--- src/rtl/pe_layer_collector.sv ---
// pe_layer_collector: buffers one layer of PE activations, then streams them
// in neuron order to the next layer over a valid/ready handshake. One bank,
// so the FILL and DRAIN phases strictly alternate.
module pe_layer_collector #(
  parameter int OUT_W       = 8,
  parameter int NUM_NEURONS = 4,
  parameter int CNT_W       = $clog2(NUM_NEURONS + 1)
) (
  input  logic             clk,
  input  logic             reset,
  input  logic             pe_valid,
  input  logic [OUT_W-1:0] pe_out,
  output logic             pe_ready,
  output logic             nxt_valid,
  output logic [OUT_W-1:0] nxt_data,
  output logic             nxt_last,
  input  logic             nxt_ready,
  output logic             layer_done,
  output logic             overflow,
  input  logic             clr_overflow
);

  localparam int IDX_W = (NUM_NEURONS > 1) ? $clog2(NUM_NEURONS) : 1;
  localparam logic [CNT_W-1:0] LAST = CNT_W'(NUM_NEURONS - 1);

  typedef enum logic {FILL, DRAIN} state_t;

  state_t           state, state_n;
  logic [CNT_W-1:0] wr_cnt, wr_cnt_n;
  logic [CNT_W-1:0] rd_cnt, rd_cnt_n;
  logic [CNT_W-1:0] rd_inc;
  logic             nxt_valid_n, nxt_last_n, layer_done_n, overflow_n;
  logic [OUT_W-1:0] nxt_data_n;
  logic             mem_we;
  logic [OUT_W-1:0] mem [NUM_NEURONS];

  // The collector only listens to the PE while filling.
  assign pe_ready = (state == FILL);
  assign rd_inc   = rd_cnt + CNT_W'(1);

  // Next-state and next-output decode for both phases.
  always_comb begin
    // NOTE: every signal gets a default before the case so no path leaves a
    // value unassigned; that is what keeps this block free of latches.
    state_n      = state;
    wr_cnt_n     = wr_cnt;
    rd_cnt_n     = rd_cnt;
    nxt_valid_n  = nxt_valid;
    nxt_data_n   = nxt_data;
    nxt_last_n   = nxt_last;
    layer_done_n = 1'b0;
    mem_we       = 1'b0;
    // A strobe the collector cannot take is dropped and remembered; a set
    // in the same cycle as a clear wins.
    overflow_n   = (overflow & ~clr_overflow) | (pe_valid & ~pe_ready);

    case (state)
      FILL: begin
        if (pe_valid) begin
          mem_we = 1'b1;
          if (wr_cnt == LAST) begin
            // Final word of the layer: start offering buf[0] next cycle.
            // buf[0] was written on an earlier cycle, so it is safe to read.
            state_n     = DRAIN;
            wr_cnt_n    = '0;
            rd_cnt_n    = '0;
            nxt_valid_n = 1'b1;
            nxt_data_n  = mem[0];
            nxt_last_n  = 1'b0;
          end else begin
            wr_cnt_n = wr_cnt + CNT_W'(1);
          end
        end
      end
      DRAIN: begin
        if (nxt_valid && nxt_ready) begin
          if (nxt_last) begin
            // Last word taken: back to FILL, nxt_data keeps its last value.
            state_n      = FILL;
            rd_cnt_n     = '0;
            nxt_valid_n  = 1'b0;
            nxt_last_n   = 1'b0;
            layer_done_n = 1'b1;
          end else begin
            rd_cnt_n   = rd_inc;
            nxt_data_n = mem[rd_inc[IDX_W-1:0]];
            nxt_last_n = (rd_inc == LAST);
          end
        end
      end
      default: state_n = FILL;
    endcase
  end

  // State, counters and registered outputs.
  always_ff @(posedge clk or negedge reset) begin
    if (!reset) begin
      state      <= FILL;
      wr_cnt     <= '0;
      rd_cnt     <= '0;
      nxt_valid  <= 1'b0;
      nxt_data   <= '0;
      nxt_last   <= 1'b0;
      layer_done <= 1'b0;
      overflow   <= 1'b0;
    end else begin
      // NOTE: clocked state uses non-blocking assignments so every register
      // samples the pre-edge values, independent of statement order.
      state      <= state_n;
      wr_cnt     <= wr_cnt_n;
      rd_cnt     <= rd_cnt_n;
      nxt_valid  <= nxt_valid_n;
      nxt_data   <= nxt_data_n;
      nxt_last   <= nxt_last_n;
      layer_done <= layer_done_n;
      overflow   <= overflow_n;
    end
  end

  // Activation buffer write port.
  // NOTE: the buffer has no reset; its contents are only read after being
  // written in the current layer, so clearing it would buy nothing.
  always_ff @(posedge clk) begin
    if (mem_we) mem[wr_cnt[IDX_W-1:0]] <= pe_out;
  end

endmodule
--- config.mk ---
export PLATFORM = sky130hd
export DESIGN_NAME = pe_layer_collector
export DESIGN_NICKNAME = d
export VERILOG_FILES = /design/src/rtl/pe_layer_collector.sv
export SDC_FILE = /design/constraint.sdc
export NUM_CORES = 1
export LEC_CHECK = 0
export BUFFER_PORTS_ARGS = -buffer_cell sky130_fd_sc_hd__buf_2
export CAP_MARGIN = 10
export CORE_UTILIZATION = 55
export CTS_BUF_LIST = sky130_fd_sc_hd__clkbuf_8
export DETAILED_ROUTE_END_ITERATION = 16
export PLACE_DENSITY = 0.76
export RECOVER_POWER = 25
export SYNTH_ARGS = -nofsm -noshare
export SYNTH_HDL_FRONTEND = slang
export SYNTH_SLANG_ARGS = --single-unit
export TNS_END_PERCENT = 20
--- constraint.sdc ---
create_clock -name clk -period 1.88 [get_ports clk]
set_input_delay 0.094 -clock clk [delete_from_list [all_inputs] [get_ports clk]]
set_output_delay 0.094 -clock clk [all_outputs]
set_load 0.02 [all_outputs]
==> results of run 1 <==
registers in the layout (all words and copies together) (netlist names):
register,count
wr_cnt,3
mem,32
layer_done,1
overflow,1
nxt_valid,1
nxt_data,8
rd_cnt,3
nxt_last,1
state,1
final timing paths:
kind	start	endpoint	slack, ns	cells past startpoint
max	wr_cnt[0]	rd_cnt[1]	0.24	4
min	pe_out[7]	mem[2][7]	0.06	1
max reg2reg	wr_cnt[0]	rd_cnt[1]	0.24	4
min reg2reg	rd_cnt[2]	rd_cnt[2]	0.54	1
max in group asynchronous	reset	nxt_data[5]	0.80	2
min in group asynchronous	reset	nxt_valid	0.47	2
cell type report:
class	count	area [um^2]	share of cell area
clock buffers	6	82.6	0.0337
repair buffers	33	194	0.0790
flip-flops and latches	51	1440	0.585
multi-input cells	81	651	0.265
clock inverters	2	7.51	0.00306
well taps	48	60.1	0.0245
inverters	6	22.5	0.00918
power breakdown:
group,internal (W),switching [W]
Combinational,0.000570,0.000741
Clock,0.000290,0.000341
Sequential,0.00147,0.000170
Total,0.00233,0.00125
metrics by stage:
stage	total power, W	utilization
after floorplan	0.00268	-
after CTS	0.00359	0.654
after detailed placement	0.00297	0.622
after global routing	0.00382	0.660
final	0.00358	0.660
after global placement	0.00291	0.622
cell families after synthesis:
group / count (synthesis) / synth area share
flip-flops: 51 / 0.664
AND/OR/NAND/NOR: 50 / 0.124
AO/OA/AOI/OAI: 16 / 0.0468
buffers and inverters: 13 / 0.0358
multiplexers: 9 / 0.0954
adder cells (fa/ha/maj): 6 / 0.0347
synthesized netlist by cell type:
cell and n:
edfxtp_1 32, dfrtp_1 19, nor3_1 16, nor2_1 11
o22ai_1 9, ha_1 6, inv_1 6, mux4_2 5
nand2_1 5, and2_1 4, nand2b_1 4, o21ai_0 4
buf_6 3, mux4_1 3, nand3_1 3, buf_2 2
nor2b_1 2, o2bb2ai_1 2, a21o_1 1, and3_1 1
and4bb_1 1, buf_4 1, clkbuf_1 1, mux2_4 1
nand4b_1 1, nand4bb_1 1, nor2_4 1
per-layer routing:
metal  up-vias  track usage
met5         -            0
met4         0       0.0722
met3         5       0.0687
met2        41        0.346
met1       623        0.275
li1        610            -
cells in the final DEF, fill, tap and decap left out, drive strengths merged, types with 2 or more instances in the layout:
master	count
nand2b	4
inv	7
nor2	12
clkbuf	11
nand3	3
ha	6
o22ai	9
dlygate4sd3	6
o21ai	4
nand2	5
dfrtp	19
mux4	8
nor2b	2
buf	22
edfxtp	32
and2	4
nor3	16
o2bb2ai	2
critical path: cells and delay by family (launching register included):
family / cells / cell delay, ns
muxes: 1 / 0.31
and+or+nand+nor: 2 / 0.55
adders and majority gates: 1 / 0.24
DFF: 1 / 0.41
repair_timing:
action / 4_1_cts / 5_1_grt
hold endpoints to repair: 24 / 12
hold buffers: 3 / 3
endpoints found under the setup margin: 0 / 0
==> results.toml, run 1 <==
[routing]
postRouteAntennaNets = 0
vias = 1279
drt-total-wl_mm = 3.86
wl_met3_um = 205
wl_per_cell_um = 17.0
met2WireLength_mm = 1.87
routed_via_density = 5.63
drt_iter0_markers = 94
wl_met1_mm = 1.74
first_pass_iters = 4
drc = 0
routed.top_layer = "met4"

[clock_tree]
post-cts-setup-buffers = 0
root_buffer = "clkbuf_8"
cts_buffers = 5
h-tree-depth = 2
cts_resized = 0
insertion_delay_ns = 0.30
cts_max_path_buffers = 2
cts_tree = "yes"
clock_sinks = 51
clk_pin_slew_ns = 0.09

[timing]
fin_setup_tns_ns = 0
final_max_slew_viol_count = 0
worst_pin_slew_ns = 0.999
whs_ns = 0.0633
fmax_mhz = 611
hold_violations = 0
rsz0062_at_grt = "no"
setup_viol = 0
post-route-period-util = 0.870
layout_setup_ws_ns = 0.244
maxSlewHeadroom = 0.334
fin_skew_ns = 0.00258
min_period_ns = 1.64

[placed_design]
place_area_um2 = 2310
io_buffers = 25
dp.cells = 213
place_worst_setup_slack_ns = 0.266
hpwl_mm = 2.51
place.gp.congestion = 0.760

[global_route]
grt_usage = 0.215
first_global_vias = 1292
antenna_found_initial = 0
grt_pass1_wl_mm = 6.40
grt-ovfl-total = 0
grt_max_degree = 20

[floorplanning]
rows = 22
dieArea_um2 = 4190
initial_core_util = 0.582
fp.dieW_um = 64.7
io_pins = 26
die_y_um = 64.7
core_area_um2 = 3720

[cells_and_area]
instances_no_fill = 227
nets = 197
num_antenna_cells = 0
drive_above_1_share = 0.196
syn2layout_area_growth_pct = 13.4
postLayoutCellArea_um2 = 2450
nFillCells = 274

[setup_path]
worstPathArrival_ns = 1.83
path_cells = "ha_1 > and4bb_1 > nor2_4 > mux2_4"
cp.required_ns = 2.07
cpPeakStageDelay_ns = 0.41
cp_slowest_cell = "dfrtp_1"
start_kind = "flip-flop"
worstPathMaxFanout = 10
cp-end-kind = "flip-flop"
crit_type = "reg2reg"

[yosys]
syn_inst = 145
yosysWarnings = 0
syn_nets = 164
synth.yosys.seq_area_share = 0.664
yosys-top-cells-area = "edfxtp_1, dfrtp_1, mux4_2"
synth_area_um2 = 2160
yosys.area.top_type = "edfxtp_1"
ys_seq_elements = 51
avgSynthCellArea_um2 = 14.9
synth_cell_type_count = 27
yosysTopAreaCellShare = 0.444

[job]
drv_cap = 0

[power_and_ir_drop]
p_leak_nw = 0.963
powerDensity_nw_per_um2 = 1460
ir_drop_uv = 755

[run_status]
status = "finished clean"

[hold_path]
hp-class = "in2reg"
Power figures use the tool's default switching activity.
==> inputs of run 2 (changes only) <==
--- a/config.mk
+++ b/config.mk
@@ -5,7 +5,7 @@
 export SDC_FILE = /design/constraint.sdc
 export NUM_CORES = 1
 export LEC_CHECK = 0
-export BUFFER_PORTS_ARGS = -buffer_cell sky130_fd_sc_hd__buf_2
+export BUFFER_PORTS_ARGS = -buffer_cell sky130_fd_sc_hd__buf_4
 export CAP_MARGIN = 10
 export CORE_UTILIZATION = 55
 export CTS_BUF_LIST = sky130_fd_sc_hd__clkbuf_8
==> run 2 against run 1 <==
Effect of this change:
- setup slack got worse by 0.072 ns
- largest cell class unchanged
- sequential power barely moved
- total power rose by 6.8%
- highest routed layer unchanged
==> results.toml, run 2 (same netlist as run 1, synthesis figures left out) <==
[setup_path]
r2r-start = "state"
crit_family = "simple AND/OR/NAND/NOR gates"
cp.required_ns = 1.82
crit_type = "reg2reg"
reg2reg_setup_slack_ns = 0.17
path_cells = "nor2b_1 > and2_1"
rr_endpoint = "mem[3][0]"
cpPeakStageDelay_ns = 0.54
cp_slowest_cell = "and2_1"
worstPathMaxFanout = 9
cp-end-kind = "flip-flop"
path_buf_inv = 0
worstPathArrival_ns = 1.65
r2r_cells = 2
start_kind = "flip-flop"

[routing]
wl_per_cell_um = 17.6
vias = 1354
routed_via_density = 5.86
drt_iter0_markers = 76
postRouteAntennaNets = 0
drt-total-wl_mm = 4.07
first_pass_iters = 4
drc = 0

[timing]
min_period_ns = 1.71
post-route-period-util = 0.908
fin_setup_tns_ns = 0
layout_setup_ws_ns = 0.172
fmax_mhz = 585
worst_pin_slew_ns = 1.02
final_max_slew_viol_count = 0
setup_viol = 0
hold_violations = 0
fin_skew_ns = 0.00566
rsz0062_at_grt = "no"
maxSlewHeadroom = 0.319

[hold_path]
hold_start = "pe_valid"
min_to = "overflow"
hp-class = "in2reg"
hold-path-cell-count = 3

[cells_and_area]
drive_above_1_share = 0.208
num_antenna_cells = 0
mostFrequentLayoutCell = "edfxtp_1"
postLayoutCellArea_um2 = 2570
largest_reg_flops = 32
nets = 201
syn2layout_area_growth_pct = 19.0
most-common-layout-cells = "edfxtp_1, buf_4, dfrtp_1"
nFillCells = 273

[power_and_ir_drop]
ir_drop_uv = 762
powerDensity_nw_per_um2 = 1490
total_power_w = 0.00383
p_leak_nw = 1.01

[clock_tree]
h-tree-depth = 2
cts_resized = 0
cts_tree = "yes"
cts_buffers = 5
cts_hold_buf = 10
clock_sinks = 51
root_buffer = "clkbuf_8"
clk_pin_slew_ns = 0.09
cts_max_path_buffers = 2
insertion_delay_ns = 0.30
post-cts-setup-buffers = 0

[floorplanning]
core_area_um2 = 3720
die_y_um = 64.7
fp.dieW_um = 64.7
initial_core_util = 0.582
rows = 22
dieArea_um2 = 4190
io_pins = 26

[placed_design]
place.gp.congestion = 0.808
io_buffers = 25
place_worst_setup_slack_ns = 0.254
hpwl_mm = 2.62
place_area_um2 = 2370

[global_route]
grt_pass1_wl_mm = 6.75
grt_max_degree = 20
antenna_found_initial = 0
grt-ovfl-total = 0
first_global_vias = 1378
grt_usage = 0.225

[run_status]
status = "finished clean"

[job]
drv_cap = 0
run 2: changes by cell type in the layout (fill, tap and decap cells not counted), sizes merged:
cell,change
dlygate4sd3,+4
buf,+1
bufinv,+1
clkbuf,-1
inv,-1
run 2: layout make-up:
type,instances,area (um^2),share of cell area
well taps,48,60.1,0.0233
flip-flops and latches,51,1440,0.558
repair buffers,37,288,0.112
clock inverters,2,35.0,0.0136
multi-input cells,81,651,0.253
inverters,6,22.5,0.00875
clock buffers,6,82.6,0.0321
run 2: report_power, final:
| part | switching (W) | internal, W | total [W] |
|---|---|---|---|
| Sequential | 0.000182 | 0.00147 | 0.00165 |
| Clock | 0.000347 | 0.000431 | 0.000777 |
| Combinational | 0.000749 | 0.000646 | 0.00140 |
run 2: worst max-delay path by stage:
| stage | cells past startpoint | to | from | slack, ns |
|---|---|---|---|---|
| 6_report | 2 | mem[3][0] | state | 0.17 |
| 5_1_grt | 2 | mem[3][3] | state | 0.11 |
| 4_1_cts | 2 | mem[3][0] | state | 0.23 |
| 3_5_place_dp | 2 | mem[3][2] | state | 0.25 |
| 3_3_place_gp | 4 | rd_cnt[1] | wr_cnt[0] | 0.30 |
| 2_1_floorplan | 7 | nxt_data[6] | rd_cnt[0] | 0.31 |
run 2: per-stage QoR:
| stage | hold slack (ns) | std cells | utilization |
|---|---|---|---|
| 3_3_place_gp | -0.0229 | 213 | 0.638 |
| 2_1_floorplan | -0.202 | 145 | - |
| 5_1_grt | 0.0798 | 231 | 0.693 |
| 4_1_cts | 0.0311 | 231 | 0.697 |
| 6_report | 0.0461 | 231 | 0.693 |
| 3_5_place_dp | -0.0173 | 213 | 0.638 |
run 2: per-layer routing:
metal | part of all wire | global-route usage | up-vias
met3 | 0.055 | 0.0405 | 9
met1 | 0.42 | 0.283 | 684
met4 | 0.016 | 0.106 | 0
met2 | 0.50 | 0.378 | 43
met5 | 0 | 0 | -
li1 | - | - | 618
run 2: worst reg2reg max path, cell delays in order (launching register included):
cell and delay [ns]:
dfrtp_1 0.41, nor2b_1 0.40, and2_1 0.54
